**config.mk**
```make
export PLATFORM = sky130hd
export DESIGN_NAME = display_scan_driver
export DESIGN_NICKNAME = d
export VERILOG_FILES = /design/src/rtl/display_scan_driver.sv
export SDC_FILE = /design/constraint.sdc
export NUM_CORES = 1
export LEC_CHECK = 0
export CAP_MARGIN = 5
export CELL_PAD_IN_SITES_DETAIL_PLACEMENT = 2
export CELL_PAD_IN_SITES_GLOBAL_PLACEMENT = 2
export CORE_MARGIN = 3
export CORE_UTILIZATION = 35
export CTS_BUF_LIST = sky130_fd_sc_hd__clkbuf_8 sky130_fd_sc_hd__clkbuf_16
export CTS_CLUSTER_SIZE = 20
export DETAILED_ROUTE_END_ITERATION = 16
export PLACE_DENSITY = 0.84
export REMOVE_ABC_BUFFERS = 1
export SLEW_MARGIN = 10
export SYNTH_ARGS = -nofsm -noshare
export SYNTH_HDL_FRONTEND = slang
export SYNTH_SLANG_ARGS = --single-unit
```
**constraint.sdc**
```tcl
create_clock -name clk -period 7.71 [get_ports clk]
set_input_delay 0.771 -clock clk [delete_from_list [all_inputs] [get_ports clk]]
set_output_delay 0.771 -clock clk [all_outputs]
set_load 0.02 [all_outputs]
```
**src/rtl/display_scan_driver.sv**
```systemverilog
// ---------------------------------------------------------------------------
// display_scan_driver
//
// Time-multiplexed seven-segment display driver for N_DIGITS common-anode
// digits. A free-running prescaler divides each digit slot into 2^DIV_W
// cycles. A digit index steps once per slot. For the digit in the current
// slot, the driver decodes its hex nibble to active-low segments and drives
// the matching active-low anode. Decimal points, per-digit blanking and PWM
// brightness are supported.
//
// Display data is double-buffered. A load captures into a pending buffer,
// which is copied to the active buffer only at a frame boundary (the cycle
// in which the index wraps to 0). A frame therefore always shows one
// consistent set of values.
//
// Parameters
//   N_DIGITS  number of digits scanned (1..16)
//   DIV_W     log2 of clock cycles per digit slot
//   BRIGHT_W  brightness resolution in bits (BRIGHT_W <= DIV_W)
//
// Ports
//   clk         system clock
//   reset       asynchronous, active-high reset
//   data_in     hex nibble per digit, digit i = data_in[4i+3:4i]
//   dp_in       decimal point request per digit, 1 = lit
//   blank_in    per-digit blank, 1 = digit dark
//   load        single-cycle strobe capturing data_in/dp_in/blank_in
//   brightness  PWM duty level, 0 = minimum, all-ones = maximum
//   an_out      anodes, active-low, at most one low
//   seg_out     segments, active-low, bit0 = CA ... bit6 = CG
//   dp_out      decimal point, active-low
//   digit_idx   index of the slot currently shown on an_out
//   frame_tick  one-cycle pulse at the start of each digit-0 slot after a wrap
//
// Interface note: load is a plain strobe with no ready signal. Every cycle
// with load = 1 is a capture. Within one frame, the last capture wins.
// ---------------------------------------------------------------------------
module display_scan_driver #(
    parameter int N_DIGITS = 8,
    parameter int DIV_W    = 17,
    parameter int BRIGHT_W = 4,
    localparam int IDX_W   = (N_DIGITS > 1) ? $clog2(N_DIGITS) : 1
) (
    input  logic                  clk,
    input  logic                  reset,
    input  logic [4*N_DIGITS-1:0] data_in,
    input  logic [N_DIGITS-1:0]   dp_in,
    input  logic [N_DIGITS-1:0]   blank_in,
    input  logic                  load,
    input  logic [BRIGHT_W-1:0]   brightness,
    output logic [N_DIGITS-1:0]   an_out,
    output logic [6:0]            seg_out,
    output logic                  dp_out,
    output logic [IDX_W-1:0]      digit_idx,
    output logic                  frame_tick
);

    localparam logic [IDX_W-1:0] LAST_IDX = IDX_W'(N_DIGITS - 1);

    // Active-low hex decode, bit6..bit0 = g..a.
    function automatic logic [6:0] hex_to_seg(input logic [3:0] nib);
        logic [6:0] s;
        case (nib)
            4'h0:    s = 7'b1000000;
            4'h1:    s = 7'b1111001;
            4'h2:    s = 7'b0100100;
            4'h3:    s = 7'b0110000;
            4'h4:    s = 7'b0011001;
            4'h5:    s = 7'b0010010;
            4'h6:    s = 7'b0000010;
            4'h7:    s = 7'b1111000;
            4'h8:    s = 7'b0000000;
            4'h9:    s = 7'b0010000;
            4'hA:    s = 7'b0001000;
            4'hB:    s = 7'b0000011;
            4'hC:    s = 7'b1000110;
            4'hD:    s = 7'b0100001;
            4'hE:    s = 7'b0000110;
            default: s = 7'b0001110;
        endcase
        return s;
    endfunction

    // Scan state
    logic [DIV_W-1:0]      cnt_q, cnt_d;
    logic [IDX_W-1:0]      idx_q, idx_d;

    // Pending buffer and its flag
    logic [4*N_DIGITS-1:0] data_pend_q, data_pend_d;
    logic [N_DIGITS-1:0]   dp_pend_q, dp_pend_d;
    logic [N_DIGITS-1:0]   blank_pend_q, blank_pend_d;
    logic                  pend_flag_q, pend_flag_d;

    // Active buffer, which is what is displayed
    logic [4*N_DIGITS-1:0] data_act_q, data_act_d;
    logic [N_DIGITS-1:0]   dp_act_q, dp_act_d;
    logic [N_DIGITS-1:0]   blank_act_q, blank_act_d;

    // Frame boundary delayed by one cycle, so frame_tick lines up with digit_idx
    logic                  wrap_q, wrap_d;

    // Registered outputs
    logic [N_DIGITS-1:0]   an_q, an_d;
    logic [6:0]            seg_q, seg_d;
    logic                  dp_out_q, dp_out_d;
    logic [IDX_W-1:0]      digit_idx_q, digit_idx_d;
    logic                  frame_tick_q, frame_tick_d;

    // Combinational helpers
    logic                  slot_end;
    logic                  frame_boundary;
    logic [BRIGHT_W-1:0]   phase;
    logic                  lit;
    logic [3:0]            nibble;

    always_comb begin
        slot_end       = (cnt_q == '1);
        frame_boundary = slot_end && (idx_q == LAST_IDX);
        phase          = cnt_q[DIV_W-1 -: BRIGHT_W];
        nibble         = data_act_q[4*idx_q +: 4];

        // Cycle 0 of every slot is dark. This dead time lets the previous
        // anode turn off before the new segments appear, which avoids ghosting.
        lit = (cnt_q != '0) && (phase <= brightness) && !blank_act_q[idx_q];

        // Prescaler wraps naturally. The index wraps explicitly, because
        // N_DIGITS need not be a power of two.
        cnt_d = cnt_q + DIV_W'(1);
        idx_d = idx_q;
        if (slot_end) begin
            idx_d = (idx_q == LAST_IDX) ? '0 : idx_q + IDX_W'(1);
        end

        // Buffering
        data_pend_d  = data_pend_q;
        dp_pend_d    = dp_pend_q;
        blank_pend_d = blank_pend_q;
        pend_flag_d  = pend_flag_q;
        data_act_d   = data_act_q;
        dp_act_d     = dp_act_q;
        blank_act_d  = blank_act_q;

        if (load) begin
            data_pend_d  = data_in;
            dp_pend_d    = dp_in;
            blank_pend_d = blank_in;
            pend_flag_d  = 1'b1;
        end

        // A load on the boundary cycle bypasses pending, so it is shown in
        // the frame that is just starting.
        if (frame_boundary && (load || pend_flag_q)) begin
            data_act_d  = load ? data_in  : data_pend_q;
            dp_act_d    = load ? dp_in    : dp_pend_q;
            blank_act_d = load ? blank_in : blank_pend_q;
            pend_flag_d = 1'b0;
        end

        // Outputs, registered one cycle after the scan state that produced them
        an_d     = '1;
        seg_d    = 7'h7F;
        dp_out_d = 1'b1;
        if (lit) begin
            an_d[idx_q] = 1'b0;
            seg_d       = hex_to_seg(nibble);
            dp_out_d    = ~dp_act_q[idx_q];
        end
        digit_idx_d  = idx_q;
        wrap_d       = frame_boundary;
        frame_tick_d = wrap_q;
    end

    always_ff @(posedge clk or posedge reset) begin
        if (reset) begin
            cnt_q        <= '0;
            idx_q        <= '0;
            data_pend_q  <= '0;
            dp_pend_q    <= '0;
            blank_pend_q <= '1;
            pend_flag_q  <= 1'b0;
            data_act_q   <= '0;
            dp_act_q     <= '0;
            blank_act_q  <= '1;
            wrap_q       <= 1'b0;
            an_q         <= '1;
            seg_q        <= 7'h7F;
            dp_out_q     <= 1'b1;
            digit_idx_q  <= '0;
            frame_tick_q <= 1'b0;
        end else begin
            cnt_q        <= cnt_d;
            idx_q        <= idx_d;
            data_pend_q  <= data_pend_d;
            dp_pend_q    <= dp_pend_d;
            blank_pend_q <= blank_pend_d;
            pend_flag_q  <= pend_flag_d;
            data_act_q   <= data_act_d;
            dp_act_q     <= dp_act_d;
            blank_act_q  <= blank_act_d;
            wrap_q       <= wrap_d;
            an_q         <= an_d;
            seg_q        <= seg_d;
            dp_out_q     <= dp_out_d;
            digit_idx_q  <= digit_idx_d;
            frame_tick_q <= frame_tick_d;
        end
    end

    assign an_out     = an_q;
    assign seg_out    = seg_q;
    assign dp_out     = dp_out_q;
    assign digit_idx  = digit_idx_q;
    assign frame_tick = frame_tick_q;

endmodule

```
* Word level (Yosys, flattened, before mapping)
Memories as Yosys holds them, arrays and structs flattened.
Cells that the tools add are included.
** Operators by class
- $add $sub $neg :: 2
- Multiply operators :: 0
- Div/mod/pow operators :: 0
- $lt $le $gt $ge :: 3
- Eq/ne operators :: 2
- Shifts and indexed selects :: 1
- Multiplexer cells :: 15
- Bitwise gates (word level) :: 2
- Reductions and logical operators :: 9
** Operators by type and width (count)
- $mux 32 :: 1
- $shiftx 32x6->4 :: 1
- $mux 8 :: 3
- $add 17x1->17 const B :: 1
- $eq 17x17->1 const B :: 1
- $reduce_bool 17->1 :: 1
- $not 8->8 :: 1
- $mux 7 :: 1
- $bmux 1 s3 :: 2
- $mux 1 :: 6
- $logic_and 1x1->1 :: 5
- $le 4x4->1 :: 1
- $lt 3x4->1 const B :: 1
- $add 3x1->3 const B :: 1
- $demux 1 s3 :: 1
- $eq 3x3->1 const B :: 1
- $ge 3x1->1 const B :: 1
- $mux 3 :: 1
- $reduce_bool 2->1 :: 1
- $logic_not 1->1 :: 1
- $logic_or 1x1->1 :: 1
- $not 1->1 :: 1
** Storage, ports and cells
- Flip-flop bits (word level) :: 138
- Bits in latches :: 0
- Memory bits (writable) :: 0
- ROM bits :: 112
- Bits of input ports :: 55
- Logic and storage cells :: 50
- Memories :: 1
** Memories
- (name not given) :: depth 16, width 7, rd ports 1, clocked after Yosys merged registers in 0, write ports 0, line 63 : case (nib)

* Longest topological paths before layout
Gate-level depths: netlist of the first run.
- Word-level depth :: 6
- Gate-level depth with buffers :: 12

* Least setup slack after synthesis of the first run
OpenSTA, ideal clock, no wires.
- Kind :: flip-flop to flip-flop
- Start :: reg cnt_q[0]
- End :: reg data_act_q[12]
- Library setup time :: 125 ps
- Arrival :: 2614 ps
- Required time :: 7585 ps
- Slack :: 4971 ps
- Stages on the path, launching flop included :: 12
- Path buffers :: 2
- Clock period less this slack :: 2739 ps
- Path through :: dfrtp_1 -> ha_1 -> and4_1 -> nor2b_1 -> and3_1 -> and3_1 -> ha_1 -> and2_1 -> o21ai_1 -> buf_2 -> buf_2 -> mux2_2
** Between the ends
- Longest elaborated chain between the ends :: 3
** RTL lines
- from (decl) :: line 85 : logic [DIV_W-1:0] cnt_q, cnt_d;
- from (signal assigned) :: line 191 : cnt_q <= cnt_d;
- $eq 17x17->1 :: line 117 : slot_end = (cnt_q == '1);
- $logic_and 1x1->1 :: line 118 : frame_boundary = slot_end && (idx_q == LAST_IDX);
- net frame_boundary :: line 111 : logic frame_boundary;
- $logic_and 1x1->1 :: line 152 : if (frame_boundary && (load || pend_flag_q)) begin
- to (signal assigned) :: line 197 : data_act_q <= data_act_d;
- to (decl) :: line 95 : logic [4*N_DIGITS-1:0] data_act_q, data_act_d;
The timed path passes the listed nets, and every way through them passes these cells.
A chain may end at the register's enable or synchronous reset.

* Final worst setup path of the first run
- Start :: reg cnt_q[0]
- End :: reg dp_act_q[6]
** Between the ends
- Longest elaborated chain between the ends :: 3
** RTL lines
- $eq 17x17->1 :: line 117
- $logic_and 1x1->1 :: line 118
- net frame_boundary :: line 111
- $logic_and 1x1->1 :: line 152
- to (signal assigned) :: line 198 : dp_act_q <= dp_act_d;
- to (decl) :: line 96 : logic [N_DIGITS-1:0] dp_act_q, dp_act_d;
The timed path passes the listed nets, and every way through them passes these cells.

==> metrics.csv, run 1 <==
metric;value;unit
status;completed;
drv_cap;0;
setup_tns;0;ns
p_leak;3.30;nW
htree_levels;4;
cp_max_fo;49;
synthDistinctLibCells;50;
relSlewSlack;0.420;
crit_buf_inv;1;
critPathKind;reg -> reg;
synth_fa_ha_area_frac;0.0296;
core_area;0.0162;mm^2
clkPwrFrac;0.470;
grt_pass1_wl;22600;um
critPathMaxStageDelay;0.54;ns
min_period_over_period;0.410;
ys_top_cells_by_area;dfrtp_1 (45%), mux2_2 (15%), dfstp_2 (14%);
layout_commonest_cell;dfrtp_1;
final_cell_mix;dfrtp_1 (106), mux2_2 (81), clkdlybuf4s50_1 (73);
p_sw_frac;0.209;
start_kind;flip-flop;
die_area;0.0185;mm^2
clock_path_buffers;2;
finish.utilization;0.458;
synth-edff-count;0;
reg2reg_from;cnt_q[0]$_DFF_PP0_;
max_freq;316;MHz
post_cts_resized;0;
antenna_found_initial;0;
grt_usage;0.160;
required;8.00;ns
antenna_cells;0;
ant_nets;0;
path_delay_family;simple AND/OR/NAND/NOR gates;
via_per_inst;4.93;
routed_wl;13900;um
drtPass1Iterations;4;
cts_buffers;17;
die_height;136;um
p_sw;0.000337;W
yosys.area.top_type_share;0.448;
initialDrtViolationCount;139;
port-buffer-count;74;
yosys.area.top_type;dfrtp_1;
crit_slowest_cell;buf_4;
cts_tree;yes;
pwr-share-comb;0.057;
hp-start;frame_tick_d$_DFF_PP0_;
worst_pin_slew;0.870;ns
syn_inst;410;
wire_per_inst;19.4;um
hp-class;reg -> reg;
dpl.hpwl;9400;um
rows;46;
setup_violations;0;
synth_top_family_by_area;multiplexers;
synth-simple-area-share;0.0612;
drive_gt1_frac;0.334;
syn_area_per_cell;14.5;um^2
n_fill_cell;1567;
vdd_drop_max;0.000168;V
ys_warn_count;0;
synth_ff_type;dfrtp_1;
r2r-end;dp_act_q[6]$_DFFE_PP0P_;
yosys.area_share.xor_xnor;0.0207;
ys_ff_latch;138;
rsz0062_at_grt;false;
area_growth;25.3;%
seqPwrFrac;0.473;
power.density;217;mW/mm^2
hold_end;frame_tick$_DFF_PP0_;
cts_sinks;138;
synth-compound-area-share;0.0408;
place.gp.congestion;0.759;
synth.area.mux_share;0.231;
syn_area;0.00593;mm^2
maxSlewViolCount;0;
rr_worst_depth;10;
crit_chain;ha_1, and4_1, nor2b_1, and3_1, and3_1, ha_1, and2_1, o21ai_4, buf_4, mux2_2;
die_w;136;um
io_pins;75;
async_flop_share;1.00;
clk_pin_slew;0.06;ns
layout.nets;558;
hold_violations;0;
grt_start_max_net_pins;71;
postCtsHoldBufs;0;
fin_crit;3.16;ns
grt_pass1_vias;4144;
finClkSkew;0.00616;ns
end_kind;flip-flop;
arrival;3.45;ns
design_power_total;0.00161;W
power.internal;0.00127;W
clk_latency;0.41;ns
holdPathStages;0;
yosysSeqAreaShare;0.590;
vias;3532;
drc;0;
clock-root-buffer;clkbuf_16;
initial_core_util;0.365;
postCtsSetupRepairBufs;0;
timing.reg2reg.setup_slack;4.55;ns
gr-total-overflow;0;
[through the flow]
stage                     setup WS, ns  instances  hold WS (ns)  area [um^2]
after detailed placement          4.57        686         0.352         6870
after floorplan                   3.30        391         0.331         5820
after global routing              4.32        716         0.391         7430
after global placement            4.67        686         0.367         6870
final                             4.55        716         0.380         7430
after CTS                         4.52        716         0.378         7430
[power by group through the flow]
stage	registers [W]	logic (W)	clock network, W
final	0.000762	0.0000920	0.000756
after global placement	0.000772	0.0000897	0
after CTS	0.000763	0.0000953	0.000781
after floorplan	0.000772	0.0000432	0
after detailed placement	0.000775	0.0000946	0
after global routing	0.000765	0.000102	0.000817
[cells in the mapped netlist (2+ instances only)]
| master | instances |
|---|---|
| a22oi_1 | 3 |
| ha_1 | 14 |
| clkbuf_1 | 5 |
| mux4_2 | 5 |
| dfstp_2 | 32 |
| xnor2_1 | 10 |
| o2111ai_1 | 2 |
| mux2_1 | 19 |
| dfrtp_1 | 106 |
| o211ai_2 | 3 |
| buf_2 | 7 |
| xor2_1 | 4 |
| nand4_1 | 3 |
| buf_1 | 3 |
| and3_1 | 3 |
| nor2b_1 | 4 |
| nand3_1 | 14 |
| mux2i_1 | 6 |
| a221oi_2 | 2 |
| nor4_1 | 3 |
| a21oi_1 | 4 |
| nand2_1 | 16 |
| o22ai_1 | 4 |
| nor2_1 | 9 |
| mux2i_2 | 2 |
| nor3_1 | 2 |
| nand3b_1 | 3 |
| o21ai_1 | 3 |
| inv_1 | 12 |
| inv_2 | 2 |
| mux2_2 | 81 |
| buf_6 | 4 |
| o221ai_1 | 3 |
[layout make-up]
cell class	count	area (um^2)	area share
Clock buffer	21	480	0.0647
Clock inverter	9	73.8	0.00994
Sequential cell	138	3490	0.470
Inverter	14	55.1	0.00741
Timing Repair Buffer	79	773	0.104
Multi-Input combinational cell	239	2280	0.307
Tap cell	216	270	0.0364
[registers in the layout, summed over array words and instances (netlist names)]
register / count
digit_idx_d: 3
blank_act_q: 8
frame_tick_d: 1
cnt_q: 17
an_out: 8
pend_flag_q: 1
digit_idx: 3
dp_act_q: 8
seg_out: 7
dp_out: 1
data_act_q: 32
frame_tick: 1
dp_pend_q: 8
blank_pend_q: 8
data_pend_q: 32
[cells by family after synthesis]
family	Yosys count
flops	138
buf+inv	33
simple gates	67
mux	115
compound gates	29
fa+ha+maj	14
xor+xnor	14
[routing by layer]
metal / track usage / vias up / part of all wire
li1: - / 1617 / -
met1: 0.195 / 1841 / 0.43
met2: 0.282 / 60 / 0.52
met3: 0.0377 / 14 / 0.032
met4: 0.0504 / 0 / 0.012
met5: 0 / - / 0
[worst max path at each step]
stage | from | to | slack [ns] | depth (start not counted)
global route | cnt_q[0]$_DFF_PP0_ | dp_act_q[3]$_DFFE_PP0P_ | 4.32 | 10
floorplan | reset | cnt_q[0]$_DFF_PP0_ | 3.30 | 1
finish | cnt_q[0]$_DFF_PP0_ | dp_act_q[6]$_DFFE_PP0P_ | 4.55 | 10
global placement | brightness[2] | seg_out[5]$_DFF_PP1_ | 4.67 | 8
detailed placement | cnt_q[0]$_DFF_PP0_ | dp_act_q[6]$_DFFE_PP0P_ | 4.57 | 10
CTS | cnt_q[0]$_DFF_PP0_ | dp_act_q[6]$_DFFE_PP0P_ | 4.52 | 10
(Power assumes the default switching activity.)
==> run 2, diff against run 1 <==
--- a/config.mk
+++ b/config.mk
@@ -13,7 +13,7 @@
 export CTS_BUF_LIST = sky130_fd_sc_hd__clkbuf_8 sky130_fd_sc_hd__clkbuf_16
 export CTS_CLUSTER_SIZE = 20
 export DETAILED_ROUTE_END_ITERATION = 16
-export PLACE_DENSITY = 0.84
+export PLACE_DENSITY = 0.87
 export REMOVE_ABC_BUFFERS = 1
 export SLEW_MARGIN = 10
 export SYNTH_ARGS = -nofsm -noshare
==> constraint.sdc (replaced) <==
create_clock -name clk -period 2.8 [get_ports clk]
set_input_delay 0.28 -clock clk [delete_from_list [all_inputs] [get_ports clk]]
set_output_delay 0.28 -clock clk [all_outputs]
set_load 0.02 [all_outputs]
==> run 2 against run 1 <==
- non-clock buffer count is 11 higher
- sequential share of layout area is 1.5 points lower
- clock skew is 0.0011 ns higher
- final cell count is 1.8% higher
==> metrics.csv, run 2 (synthesis gave the netlist of run 1 again) <==
metric;value;unit;change
grt_start_max_net_pins;70;;-1.4%
worst_pin_slew;0.661;ns;-0.210 ns
cts_buffers;17;;unchanged
drive_gt1_frac;0.357;;+0.0227
hp-class;in -> async;;
initialDrtViolationCount;178;;+28%
arrival;3.01;ns;-0.44 ns
layout.nets;569;;+2.0%
die_w;136;um;unchanged
io_pins;75;;unchanged
clock_path_buffers;2;;unchanged
die_area;0.0185;mm^2;unchanged
hold_violations;0;;unchanged
crit_start;cnt_q[0]$_DFF_PP0_;;
n_fill_cell;1549;;-1.1%
area_growth;29.3;%;
wire_per_inst;23.2;um;+19%
clk_pin_slew;0.06;ns;about the same
place.gp.congestion;0.774;;+1.9%
vdd_drop_max;0.000431;V;+160%
grt_usage;0.197;;+0.0368
critPathKind;reg -> reg;;
via_per_inst;5.09;;+3.1%
power.density;637;mW/mm^2;+190%
vias;3708;;+5.0%
fin_crit;2.71;ns;-0.457 ns
grt_pass1_vias;4413;;+6.5%
grt_pass1_wl;27000;um;+19%
dp_slack;0.0291;ns;-4.54 ns
status;completed;;
min_period_over_period;0.966;;+0.556
required;3.11;ns;-4.89 ns
postCtsHoldBufs;0;;unchanged
timing.final.ws_setup;0.0949;ns;-4.45 ns
port-buffer-count;74;;unchanged
drtPass1Iterations;4;;unchanged
cts_tree;yes;;
final_cell_mix;dfrtp_1 (106), mux2_2 (81), clkdlybuf4s50_1 (73);;
p_leak;3.41;nW;+3.4%
drv_cap;0;;unchanged
finClkSkew;0.00726;ns;+0.00110 ns
core_area;0.0162;mm^2;unchanged
antenna_found_initial;0;;unchanged
rows;46;;unchanged
relSlewSlack;0.559;;+0.140
postCtsSetupRepairBufs;0;;unchanged
dpl.hpwl;10900;um;+16%
reg2reg_from;cnt_q[0]$_DFF_PP0_;;
die_height;136;um;unchanged
gr-total-overflow;0;;unchanged
top_regs;data_act_q: 32 flops, data_pend_q: 32 flops, cnt_q: 17 flops;;
antenna_cells;0;;unchanged
routed_wl;16900;um;+22%
max_freq;370;MHz;+17%
start_kind;flip-flop;;
setup_violations;0;;unchanged
ant_nets;0;;unchanged
initial_core_util;0.365;;unchanged
cp_max_fo;29;;-41%
clock-root-buffer;clkbuf_16;;
end_kind;flip-flop;;
clk_latency;0.43;ns;+0.02 ns
drc;0;;unchanged
cts_sinks;138;;unchanged
dpl_cell_area;0.00700;mm^2;+1.8%
maxSlewViolCount;0;;unchanged
htree_levels;4;;unchanged
layout_commonest_cell;dfrtp_1;;
final_cell_area;0.00766;mm^2;+3.2%
run 2: final cells by class:
class | count | area [um^2] | area share
Clock buffer | 19 | 453 | 0.0591
Clock inverter | 13 | 200 | 0.0261
Inverter | 14 | 57.6 | 0.00751
Multi-Input combinational cell | 239 | 2300 | 0.300
Sequential cell | 138 | 3490 | 0.456
Tap cell | 216 | 270 | 0.0353
Timing Repair Buffer | 90 | 893 | 0.117
run 2: metrics by stage:
step / hold WS, ns / TNS [ns] / instances / power [W] / util
after floorplan: 0.331 / -169.62 / 391 / 0.00225 / -
after global placement: 0.414 / 0 / 697 / 0.00239 / 0.431
after detailed placement: 0.402 / 0 / 697 / 0.00241 / 0.431
after CTS: 0.349 / 0 / 729 / 0.00493 / 0.472
after global routing: 0.359 / -0.0151 / 729 / 0.00505 / 0.472
final: 0.320 / 0 / 729 / 0.00488 / 0.472
run 2: repair_timing:
| action | in CTS | in global routing |
|---|---|---|
| resized for setup | 3 | 2 |
| pin swaps | 0 | 0 |
| endpoints found under the setup margin | 48 | 35 |
run 2: worst max-delay path: stages (launching register included):
cell	delay, ns
dfrtp_1	0.41
ha_1	0.25
and4_1	0.24
nor2b_4	0.15
and3_4	0.18
and3_1	0.17
ha_2	0.21
and2_2	0.22
o21ai_4	0.11
buf_12	0.24
mux2_2	0.38
run 2: worst paths after layout:
kind | end | slack, ns | cells past startpoint
worst max-delay path | data_act_q[20]$_DFFE_PP0P_ | 0.09 | 10
worst min-delay path | data_pend_q[22]$_DFF_PP0_ | 0.32 | 2
worst max register to register | data_act_q[20]$_DFFE_PP0P_ | 0.09 | 10
worst min register to register | frame_tick$_DFF_PP0_ | 0.44 | 0
max in group asynchronous | blank_pend_q[4]$_DFF_PP1_ | 1.64 | 3
min in group clk | frame_tick$_DFF_PP0_ | 0.44 | 0
run 2: metal layers:
metal / global-route usage / vias to the layer above / routed length (um)
met5: 0 / - / 0
met3: 0.0500 / 25 / 569
met1: 0.235 / 1956 / 6950
met2: 0.347 / 81 / 9050
met4: 0.0683 / 0 / 353
li1: - / 1646 / -
run 2: where the power goes:
part	leakage, nW	switching [W]	internal, W	total [W]
combinational	1.39	0.000131	0.000142	0.000273
clock	0.322	0.000889	0.00162	0.00251
sequential	1.70	0.0000211	0.00208	0.00210
